[src/rtl/mem_port_arbiter.sv]
// Shares one variable-latency memory port between instruction fetch and the data stage.
// MEM has fixed priority over IF, a branch flush cancels a fetch, and per-stage stalls are generated here.
module mem_port_arbiter #(
  parameter int AW = 32,
  parameter int DW = 32
) (
  input  logic          clk,
  input  logic          rstn,
  input  logic          if_req,
  input  logic [AW-1:0] if_addr,
  input  logic          if_flush,
  output logic          if_done,
  output logic [DW-1:0] if_rdata,
  output logic          if_stall,
  input  logic          mem_req,
  input  logic          mem_we,
  input  logic [AW-1:0] mem_addr,
  input  logic [DW-1:0] mem_wdata,
  output logic          mem_done,
  output logic [DW-1:0] mem_rdata,
  output logic          mem_stall,
  output logic          port_req,
  output logic          port_we,
  output logic [AW-1:0] port_addr,
  output logic [DW-1:0] port_wdata,
  input  logic          port_ready,
  input  logic [DW-1:0] port_rdata
);

  typedef enum logic [1:0] {
    IDLE     = 2'd0,
    BUSY_IF  = 2'd1,
    BUSY_MEM = 2'd2,
    DRAIN    = 2'd3
  } state_t;

  state_t state, state_nxt;
  logic   grant_if, grant_mem;
  logic   if_done_nxt, mem_done_nxt;

  // A requester whose done pulse is high still shows its old request, so it is masked.
  always_comb begin
    state_nxt    = state;
    grant_if     = 1'b0;
    grant_mem    = 1'b0;
    if_done_nxt  = 1'b0;
    mem_done_nxt = 1'b0;
    case (state)
      IDLE: begin
        if (mem_req && !mem_done) begin
          grant_mem = 1'b1;
          state_nxt = BUSY_MEM;
        end else if (if_req && !if_done && !if_flush) begin
          grant_if  = 1'b1;
          state_nxt = BUSY_IF;
        end
      end
      BUSY_IF: begin
        if (port_ready) begin
          state_nxt   = IDLE;
          if_done_nxt = !if_flush;
        end else if (if_flush) begin
          state_nxt = DRAIN;
        end
      end
      BUSY_MEM: begin
        if (port_ready) begin
          state_nxt    = IDLE;
          mem_done_nxt = 1'b1;
        end
      end
      DRAIN: begin
        if (port_ready) begin
          state_nxt = IDLE;
        end
      end
      default: state_nxt = IDLE;
    endcase
  end

  always_ff @(posedge clk) begin
    if (!rstn) begin
      state      <= IDLE;
      port_req   <= 1'b0;
      port_we    <= 1'b0;
      port_addr  <= '0;
      port_wdata <= '0;
      if_done    <= 1'b0;
      mem_done   <= 1'b0;
      if_rdata   <= '0;
      mem_rdata  <= '0;
    end else begin
      state    <= state_nxt;
      port_req <= (state_nxt != IDLE);
      if_done  <= if_done_nxt;
      mem_done <= mem_done_nxt;
      if (grant_mem) begin
        port_addr  <= mem_addr;
        port_we    <= mem_we;
        port_wdata <= mem_wdata;
      end else if (grant_if) begin
        port_addr <= if_addr;
        port_we   <= 1'b0;
      end
      if (if_done_nxt) begin
        if_rdata <= port_rdata;
      end
      // Store completions leave the previous load data in place.
      if (mem_done_nxt && !port_we) begin
        mem_rdata <= port_rdata;
      end
    end
  end

  assign if_stall  = if_req & ~if_done;
  assign mem_stall = mem_req & ~mem_done;

endmodule

[config.mk]
export PLATFORM = sky130hd
export DESIGN_NAME = mem_port_arbiter
export DESIGN_NICKNAME = d
export VERILOG_FILES = /design/src/rtl/mem_port_arbiter.sv
export SDC_FILE = /design/constraint.sdc
export NUM_CORES = 1
export LEC_CHECK = 0
export BUFFER_PORTS_ARGS = -buffer_cell sky130_fd_sc_hd__buf_2
export CAP_MARGIN = 40
export CORE_MARGIN = 10
export CORE_UTILIZATION = 30
export CTS_CLUSTER_SIZE = 16
export DETAILED_ROUTE_END_ITERATION = 7
export GPL_ROUTABILITY_DRIVEN = 1
export SLEW_MARGIN = 20
export SYNTH_ARGS = -nofsm -noshare
export SYNTH_HDL_FRONTEND = slang
export SYNTH_SLANG_ARGS = --single-unit
[constraint.sdc]
create_clock -name clk -period 3.4 [get_ports clk]
set_clock_uncertainty 0.2 [all_clocks]
set_input_delay 0.17 -clock clk [delete_from_list [all_inputs] [get_ports clk]]
set_output_delay 0.17 -clock clk [all_outputs]
set_load 0.005 [all_outputs]
### Yosys cells after proc, flatten, opt, wreduce, memory -nomap -nowiden

Index checks and enable logic that the tools add are counted.

* word-level logic and storage cells: 47
* flip-flop bits (word level): 134

* equal/unequal tests: 3
* mux-type cells: 19
* reductions and logical operators: 12
* bitwise logic cells: 4

Operator list (count)
* 32-bit 2-to-1 mux: 2
* 1-bit 2-to-1 mux: 11
* 2-bit 2-to-1 mux: 5
* 2-bit case mux with 3 select lines: 1
* 2-bit equality test, second input constant: 2
* 1-bit logical AND: 4
* 1-bit logical NOT: 4
* 2-bit nonzero test: 2
* 1-bit bitwise AND: 2
* 2-bit by 1-bit equality test with 1-bit output, second input constant: 1
* 2-bit logical NOT: 1
* 1-bit inverter: 2
* 2-bit OR reduction: 1

### Longest topological paths before layout

Gate-level depths: netlist of the first run.

* word-level depth: 8
* depth in mapped cells: 7

### Worst setup path after synthesis of the first run

Ideal clock, no wire load.

* path type: register -> register
* start point: register state[0]
* end point: register port_wdata[22]
* stages on the path, launching flop included: 8
* clock period less this slack: 1.978 ns
* data required time: 3.078 ns
* setup slack: 1.422 ns
* arrival: 1.656 ns
* buffers on the path: 4
* setup time: 0.122 ns
* cell sequence: dfxtp_1 clkbuf_1 or4b_2 clkbuf_1 clkbuf_1 buf_2 nand2_1 a21boi_0

* word-level cells in the longest chain between the ends: 2

Ends and longest elaborated chain
* start: declaration: line 37 `state_t state, state_nxt;`
* start signal: assignment: line 93 `state <= state_nxt;`
* 2-bit logical NOT: line 48 `case (state)`
* 1-bit 2-to-1 mux: line 48
* end signal: assignment: line 100 `port_wdata <= mem_wdata;`
* end: declaration: line 25 `output logic [DW-1:0] port_wdata,`

No other way between the ends.
A chain may end at the register's enable or synchronous reset.

### Worst setup path after layout of the first run

* start point: register state[1]
* end point: register port_addr[21]

* word-level cells in the longest chain between the ends: 3

Ends and longest elaborated chain
* 2-bit logical NOT (*): line 48
* 1-bit 2-to-1 mux: line 48
* 32-bit 2-to-1 mux / 2-bit nonzero test (equally long branches)
* end signal: assignment: line 98 `port_addr <= mem_addr;`
* end signal: assignment: line 102 `port_addr <= if_addr;`
* end: declaration: line 24 `output logic [AW-1:0] port_addr,`

Mark *: on every way between the ends. The rest lies on a longest branch, timed or not.

==> run metrics, run 1 <==
routed via count 5802; mux cell area share after synthesis 0%; critical path endpoint port_addr[21]; Post-DRT Antenna Nets 0; crit end category register; global-route wire length before repair 31500 um; die area 24000 um2; routed vias/inst 4.65; Synth top area share 49.0%; fraction of layout cells with a size suffix above 1 34.3%; # rows between 40 and 50; slew at the pin with the worst max-slew slack around 0.66 ns; most common cell after layout, fill and taps aside buf_2; Rel. slew slack 56.1%; Final Util roughly 50%; clock tree buffer depth 2; largest family of logic cells by synthesized area compound AO/OA/AOI/OAI gates; synth top area cells dfxtp_1 49%, a21boi_0 13%, nand2_1 13%; period utilization 85.4%; total track usage 16.1%; Resized cells post-CTS 0; H-Tree Level Count 4; HPWL Detailed 13600 um; simple-gate area share of the yosys netlist 21.6%; CTS tree done; Critical Path AT 3.06 ns; setup bufs post-CTS 0; post-synthesis xor/xnor area fraction 0%; worst r2r src state[1]; First DRT Iteration DRCs 236; initial antenna violation count 0; setup TNS 0 ns; critical path class reg2reg; Synth Net Count 771; IO Count 269; synthesized area per cell 8.60 um2; final net count 1141; Worst Reg2Reg Path Length in Cells 5; Core Area 18000 um2; overall power 4.37 mW; Max rail drop VDD 0.324 mV; grt total ovfl 0; Worst Path Max Fanout 36; YS warnings 0; R2R setup slack 0.50 ns; RR Endpoint port_addr[21]; synthesized cell area 5470 um2; type of origin of the critical path register; Netlist cell types 28; Tmin final 2.90 ns; Num CTS Buffers 17; die width 155 um; complex-gate fraction of the synthesized area 24.1%; Worst-Skew Late Latency 0.41 ns; top cell type by total area after synthesis dfxtp_1; Seq/Total Area, Yosys 49.0%; Starting Density 30.5%; RD Place Congestion 0.811; Setup Viol. Count Final 0; largest net degree at the start of global routing 63; count of flip-flops with a built-in enable after synthesis 0; Die Ht around 160 um; Worst-path clk slew 0.06 ns; Hold Crit Class reg2reg; area post-placement 7000 um2; Gate Count Post-Synth 636; Synth Area in Adders 0%; synth-to-layout area growth 63.5%; First-pass DRT Iterations 4; status complete, no violations; Final Cell Area ~8900 um2; Pwr Density 489 nW/um2; Slew Viols, Final 0; wire per inst 16.4 um; post-synthesis async set-or-reset flop share 0%; commonest register cell after synthesis dfxtp_1; Root Buffer Master clkbuf_16; Fmax ~340 MHz; Req. time, crit path 3.55 ns; number of max-cap violations 0; DRC 0; Buffers on Ports 268; Final Hold Viols 0; number of fill cells between 1.5k and 2k; RSZ-0062 raised after global routing no; crit path launch state[1]; Ant. Diodes 0; Sinks on Clock Net 134; number of synthesized register bits 134; most frequent cells in the layout 268 x buf_2, 193 x nand2_1, 134 x dfxtp_1, 131 x dlygate4sd3_1, 97 x a21boi_0; vias in the first global route 5849; P_leak 3.92 nW; Post-Route WL 20500 um
## state kept, by name, summed over array words and instances, names as in the netlist
name	count
if_done	1
if_rdata	32
mem_done	1
mem_rdata	32
port_addr	32
port_req	1
port_wdata	32
port_we	1
state	2
## area by class of cell
cell class	instances	area, um2	area share (%)
well taps	229	287	3.20
repair buffers	413	2810	31.4
multi-input cells	440	2540	28.4
flip-flops and latches	134	2680	30.0
clock inverters	12	176	1.97
clock buffers	19	453	5.06
## per-stage QoR
stage	worst slack, ns	cells	hold slack [ns]
2_1_floorplan	1.42	636	0.115
3_3_place_gp	0.994	1082	0.225
3_5_place_dp	1.05	1085	0.229
4_1_cts	0.510	1247	0.222
5_1_grt	0.346	1247	0.279
6_report	0.495	1247	0.258
## Yosys cell counts, drive strengths merged (3+ instances only)
| cell type | n |
|---|---|
| nor4 | 31 |
| dfxtp | 134 |
| nor2 | 32 |
| clkbuf | 48 |
| nand2 | 193 |
| a21boi | 97 |
| a211oi | 31 |
| nor2b | 3 |
| buf | 14 |
| o21ai | 35 |
## how the worst min path moves through the flow
stage / startpoint / to / slack, ns / cells past startpoint
after global placement: mem_wdata[15] / port_wdata[15] / 0.23 / 3
final: mem_rdata[31] / mem_rdata[31] / 0.26 / 2
after CTS: mem_req / port_wdata[31] / 0.22 / 5
after floorplan: port_rdata[25] / if_rdata[25] / 0.11 / 2
after detailed placement: mem_wdata[26] / port_wdata[26] / 0.23 / 3
after global routing: if_rdata[19] / if_rdata[19] / 0.28 / 2
## report_power, final
part | internal [mW] | leakage, nW | switching (mW)
Clock | 1.26 | 0.305 | 0.710
Combinational | 0.362 | 2.51 | 0.328
Sequential | 1.66 | 1.10 | 0.0490
Total | 3.29 | 3.92 | 1.09
## critical path, cell delays in order (launching register included)
cell and delay, ns:
dfxtp_1 0.42, or4b_4 0.80, or2_1 0.29, buf_4 0.29
a211oi_2 0.25, dlygate4sd3_1 0.59
## metal layers
layer / up-vias / wire length (um) / GRT usage [%]
li1: 2889 / - / -
met1: 2688 / 8370 / 18.1
met2: 193 / 10000 / 27.1
met3: 32 / 1620 / 5.90
met4: 0 / 448 / 6.52
met5: - / 0 / 0
## cell families (layout without fill, tap and decap cells)
group | count (synthesis) | count (layout)
and+or+nand+nor | 272 | 272
DFF | 134 | 134
AOI/OAI and AO/OA | 168 | 168
buffers and inverters | 62 | 444
## repair_timing
item | in CTS | in global routing
endpoints found under the hold margin | 133 | 0
endpoints found under the setup margin | 0 | 0
hold buffers | 131 | 0
Note: power is estimated with default switching activity, not from simulation.
==> run 2, diff against run 1 <==
- GPL_TIMING_DRIVEN: unset -> 0
==> run metrics, run 2 (synthesis results as in run 1) <==
status complete, no violations; Core Area 18000 um2 (unchanged); Hold EP if_rdata[24]; Post-Route WL 21700 um (+6.2%); Starting Density 30.5% (unchanged); Worst Slack Setup Final 0.493 ns (-0.00212 ns); P_leak 3.90 nW (-0.29%); number of max-cap violations 0 (unchanged); global-route wire length before repair 34000 um (+8.0%); most common cell after layout, fill and taps aside buf_2; fraction of layout cells with a size suffix above 1 32.5% (-1.8 points); Max rail drop VDD 0.330 mV (+1.7%); area of the multi-input gates 2500 um2 (-1.5%); setup TNS 0 ns (unchanged); vias in the first global route 6327 (+8.2%); synth-to-layout area growth 64.2%; Setup Viol. Count Final 0 (unchanged); slew at the pin with the worst max-slew slack 0.555 ns (-0.104 ns); First-pass DRT Iterations 5 (+1); H-Tree Level Count 4 (unchanged); hold path cells 2 (unchanged); crit end category register; largest net degree at the start of global routing 17 (-73%); initial antenna violation count 0 (unchanged); Setup WS pre-CTS 1.02 ns (-0.0307 ns); Hold Crit Class in2reg; Root Buffer Master clkbuf_16; Die Ht 155 um (unchanged); area post-placement 7090 um2 (+1.3%); final net count 1188 (+4.1%); most frequent cells in the layout 274 x buf_2, 193 x nand2_1, 134 x dfxtp_1, 131 x dlygate4sd3_1, 97 x a21boi_0; type of origin of the critical path register; Rel. slew slack 63.0% (+6.9 points); Slew Viols, Final 0 (unchanged); Post-DRT Antenna Nets 0 (unchanged); RSZ-0062 raised after global routing no; overall power 4.24 mW (-3.2%); First DRT Iteration DRCs 261 (+11%); Buffers on Ports 267 (-0.37%); Inst Count DP 1132 (+4.3%); die area 24000 um2 (unchanged); Sinks on Clock Net 134 (unchanged); Critical Path AT 3.07 ns (about the same); routed vias/inst 4.63 (-0.57%); Req. time, crit path 3.56 ns (about the same); DRC 0 (unchanged); clock tree buffer depth 2 (unchanged); number of fill cells 1691 (-0.35%); period utilization 85.5% (about the same); Pwr Density 471 nW/um2 (-3.6%); RR Endpoint port_addr[23]; # rows 49 (unchanged); critical path class reg2reg; Worst Path Max Fanout 10 (-72%); IO Count 269 (unchanged); routed via count 5991 (+3.3%); die width 155 um (unchanged); Fmax 344 MHz (about the same); wire per inst 16.8 um (+2.3%); hold_ws 0.00345 ns (-0.254 ns); Final Cell Area 8980 um2 (+0.45%); RD Place Congestion 0.806 (-0.58%); Worst-Skew Late Latency 0.42 ns (about the same); total track usage 17.5% (+1.3 points); Worst Reg2Reg Path Length in Cells 7 (+2); HPWL Detailed 15700 um (+15%); Tmin final 2.91 ns (+0.00212 ns); Worst-path clk slew 0.06 ns (about the same); Num CTS Buffers 17 (unchanged); Final Hold Viols 0 (unchanged); Hold Startpoint rstn; Final Util 50.0% (+0.22 points); R2R setup slack 0.49 ns (about the same); grt total ovfl 0 (unchanged); Ant. Diodes 0 (unchanged); Resized cells post-CTS 0 (unchanged); register area 2680 um2 (unchanged); Final Non-Filler Cells 1295 (+3.8%); worst r2r src state[0]; CTS tree done
## run 2: cell count changes in the layout (fill, tap and decap cells not counted), moves of 3 or more
cell       change
clkbuf_1      +48
buf_4         -10
buf_2          +6
buf_6          +5
inv_6          +4
bufinv_16      -3
clkinv_2       -3
## run 2: worst max-delay path by stage
stage              from              to  slack [ns]
2_1_floorplan  state[0]  port_wdata[22]        1.42
3_3_place_gp   state[0]   port_addr[15]        1.05
3_5_place_dp   state[0]   port_addr[17]        1.02
4_1_cts        state[0]   port_addr[20]        0.47
5_1_grt        state[0]   port_addr[21]        0.23
6_report       state[0]   port_addr[23]        0.49
## run 2: what timing repair did
item / 4_1_cts / 5_1_grt
buffers inserted: 0 / 0
endpoints found under the hold margin: 133 / 0
hold buffers: 131 / 0
## run 2: power breakdown
part / internal (mW) / leakage (nW) / total [mW] / switching [mW]
clock: 1.04 / 0.272 / 1.82 / 0.771
sequential: 1.66 / 1.10 / 1.71 / 0.0439
combinational: 0.368 / 2.54 / 0.714 / 0.347
total: 3.07 / 3.90 / 4.24 / 1.16
## run 2: layout make-up
class                           count  share of cell area [%]
Clock inverter                     14                    1.57
Clock buffer                       18                    4.89
Tap cell                          229                    3.19
Sequential cell                   134                    29.9
Multi-Input combinational cell    440                    27.8
Timing Repair Buffer              398                    29.5
Buffer                             62                    3.19
## run 2: worst max-delay path, cell delays in order, from the launching register on
cell,delay [ns]
dfxtp_1,0.31
clkbuf_1,0.19
nor4b_2,0.48
buf_2,0.33
clkbuf_1,0.42
nor2_1,0.10
a211oi_2,0.24
dlygate4sd3_1,0.58
## run 2: routing by layer
metal	share of wire (%)	routed length (um)	GRT usage, %	up-vias
met5	0	0	0	-
met4	3.8	821	8.28	0
li1	-	-	-	2998
met3	8.5	1850	6.31	56
met2	47	10300	29.1	219
met1	40	8800	19.4	2718
==> run 3, diff against run 2 <==
- RECOVER_POWER: unset -> 100
==> run metrics, run 3 (synthesis results as in run 1) <==
grt total ovfl 0 (unchanged); final net count 1188 (unchanged); Hold EP if_rdata[22]; Fmax 325 MHz (-5.4%); HPWL Detailed 15700 um (unchanged); Final Non-Filler Cells 1295 (unchanged); type of origin of the critical path register; DRC 0 (unchanged); H-Tree Level Count 4 (unchanged); fraction of layout cells with a size suffix above 1 19.1% (-13 points); Worst-Skew Late Latency 0.41 ns (about the same); most common cell after layout, fill and taps aside nand2_1; IO Count 269 (unchanged); share of total power in sequential cells 40.6% (+0.3 points); total track usage 17.5% (unchanged); Resized cells post-CTS 0 (unchanged); Setup Viol. Count Final 0 (unchanged); die width 155 um (unchanged); slew at the pin with the worst max-slew slack 0.557 ns (+0.00253 ns); Num CTS Buffers 17 (unchanged); crit end category register; Post-DRT Antenna Nets 0 (unchanged); Worst-path clk slew 0.06 ns (about the same); RD Place Congestion 0.806 (unchanged); setup bufs post-CTS 0 (unchanged); synth-to-layout area growth 60.1%; Root Buffer Master clkbuf_16; most frequent cells in the layout 193 x nand2_1, 183 x clkbuf_1, 142 x buf_2, 134 x dfxtp_1, 131 x dlygate4sd3_1; Worst Path Max Fanout 10 (unchanged); Sinks on Clock Net 134 (unchanged); period utilization 90.4% (+4.9 points); sw power 1.16 mW (about the same); Post-Route WL 21900 um (+0.60%); vias in the first global route 6327 (unchanged); Tmin final 3.07 ns (+0.166 ns); RR Endpoint port_addr[5]; Core Area 18000 um2 (unchanged); Rel. slew slack 62.8% (-0.17 points); Worst Reg2Reg Path Length in Cells 8 (+1); initial antenna violation count 0 (unchanged); Slew Viols, Final 0 (unchanged); Ant. Diodes 0 (unchanged); global-route wire length before repair 34000 um (unchanged); hold path cells 2 (unchanged); Critical Path AT 3.23 ns (+0.16 ns); Final Hold Viols 0 (unchanged); number of max-cap violations 0 (unchanged); First-pass DRT Iterations 5 (unchanged); largest net degree at the start of global routing 17 (unchanged); Hold Startpoint rstn; Max rail drop VDD 0.328 mV (-0.39%); worst r2r src state[1]; RSZ-0062 raised after global routing no; Inst Count DP 1132 (unchanged); Die Ht 155 um (unchanged); clock tree buffer depth 2 (unchanged); routed vias/inst 4.67 (+0.85%); status complete, no violations; routed via count 6042 (+0.85%); wire per inst 16.9 um (+0.60%); number of fill cells 1778 (+5.1%); Int Pwr 3.04 mW (-1.0%); Req. time, crit path 3.56 ns (about the same); setup TNS 0 ns (unchanged); # rows 49 (unchanged); Clk network pwr share 43.2% (+0.3 points); CTS tree done; Gate power share 16.1% (-0.8 points); Buffers on Ports 267 (unchanged); First DRT Iteration DRCs 261 (unchanged); critical path class reg2reg; R2R setup slack 0.33 ns (-0.17 ns); Pwr Density 480 nW/um2 (+1.8%); Starting Density 30.5% (unchanged); P_leak 3.35 nW (-14%); die area 24000 um2 (unchanged); sw frac 27.6% (+0.19 points); Hold Crit Class in2reg
-- run 3: cell types whose count changed in the layout (fill, tap and decap cells not counted), moves of 3 or more --
cell and delta:
buf_6 -3, buf_2 -132, a211oi_2 -8, clkbuf_1 +135
a211oi_1 +8
-- run 3: repair_timing --
action / CTS / global route
hold buffers: 131 / 0
endpoints found under the hold margin: 133 / 0
endpoints found under the setup margin: 0 / 0
-- run 3: worst max path at each step --
| stage | end | from | depth (start not counted) |
|---|---|---|---|
| floorplan | port_wdata[22] | state[0] | 7 |
| detailed placement | port_addr[17] | state[0] | 6 |
| global route | port_addr[0] | state[0] | 7 |
| CTS | port_addr[20] | state[0] | 7 |
| finish | port_addr[5] | state[1] | 8 |
| global placement | port_addr[15] | state[0] | 6 |
-- run 3: area by class of cell --
type                       instances  area (um2)  area share [%]
clock buffer                      18         439            5.01
tap                              229         287            3.27
timing repair buffer             398        2490            28.4
buffer                            62         260            2.97
multi-input combinational        440        2460            28.1
sequential                       134        2680            30.6
clock inverter                    14         141            1.61
-- run 3: routing by layer --
metal | global-route usage (%) | up-vias | share of wire, %
li1 | - | 2997 | -
met1 | 19.4 | 2746 | 40
met5 | 0 | - | 0
met3 | 6.31 | 56 | 8.8
met4 | 8.28 | 0 | 3.7
met2 | 29.1 | 243 | 47
-- run 3: worst max-delay path, stage by stage (launching register included) --
cell	delay (ns)
dfxtp_1	0.29
clkbuf_1	0.20
or4b_4	0.57
clkbuf_1	0.22
or2_0	0.26
buf_6	0.13
clkbuf_2	0.24
a211oi_1	0.31
dlygate4sd3_1	0.59
-- run 3: power by group through the flow --
stage,logic (mW),clock network [mW],registers (mW)
final,0.679,1.82,1.71
after global routing,0.751,1.91,1.72
after CTS,0.714,1.86,1.71
after detailed placement,0.561,0,1.74
after global placement,0.560,0,1.74
after floorplan,0.279,0,1.75
-- run 3: metrics by stage --
step	power (mW)	utilization [%]	worst slack, ns	area [um2]	hold WS, ns
after floorplan	2.03	-	1.42	5470	0.115
after global placement	2.30	39.5	1.05	7090	0.222
after detailed placement	2.30	39.5	1.02	7090	0.229
after CTS	4.28	50.0	0.473	8980	0.00843
after global routing	4.38	48.8	0.123	8760	0.0230
final	4.20	48.8	0.327	8760	0.0101
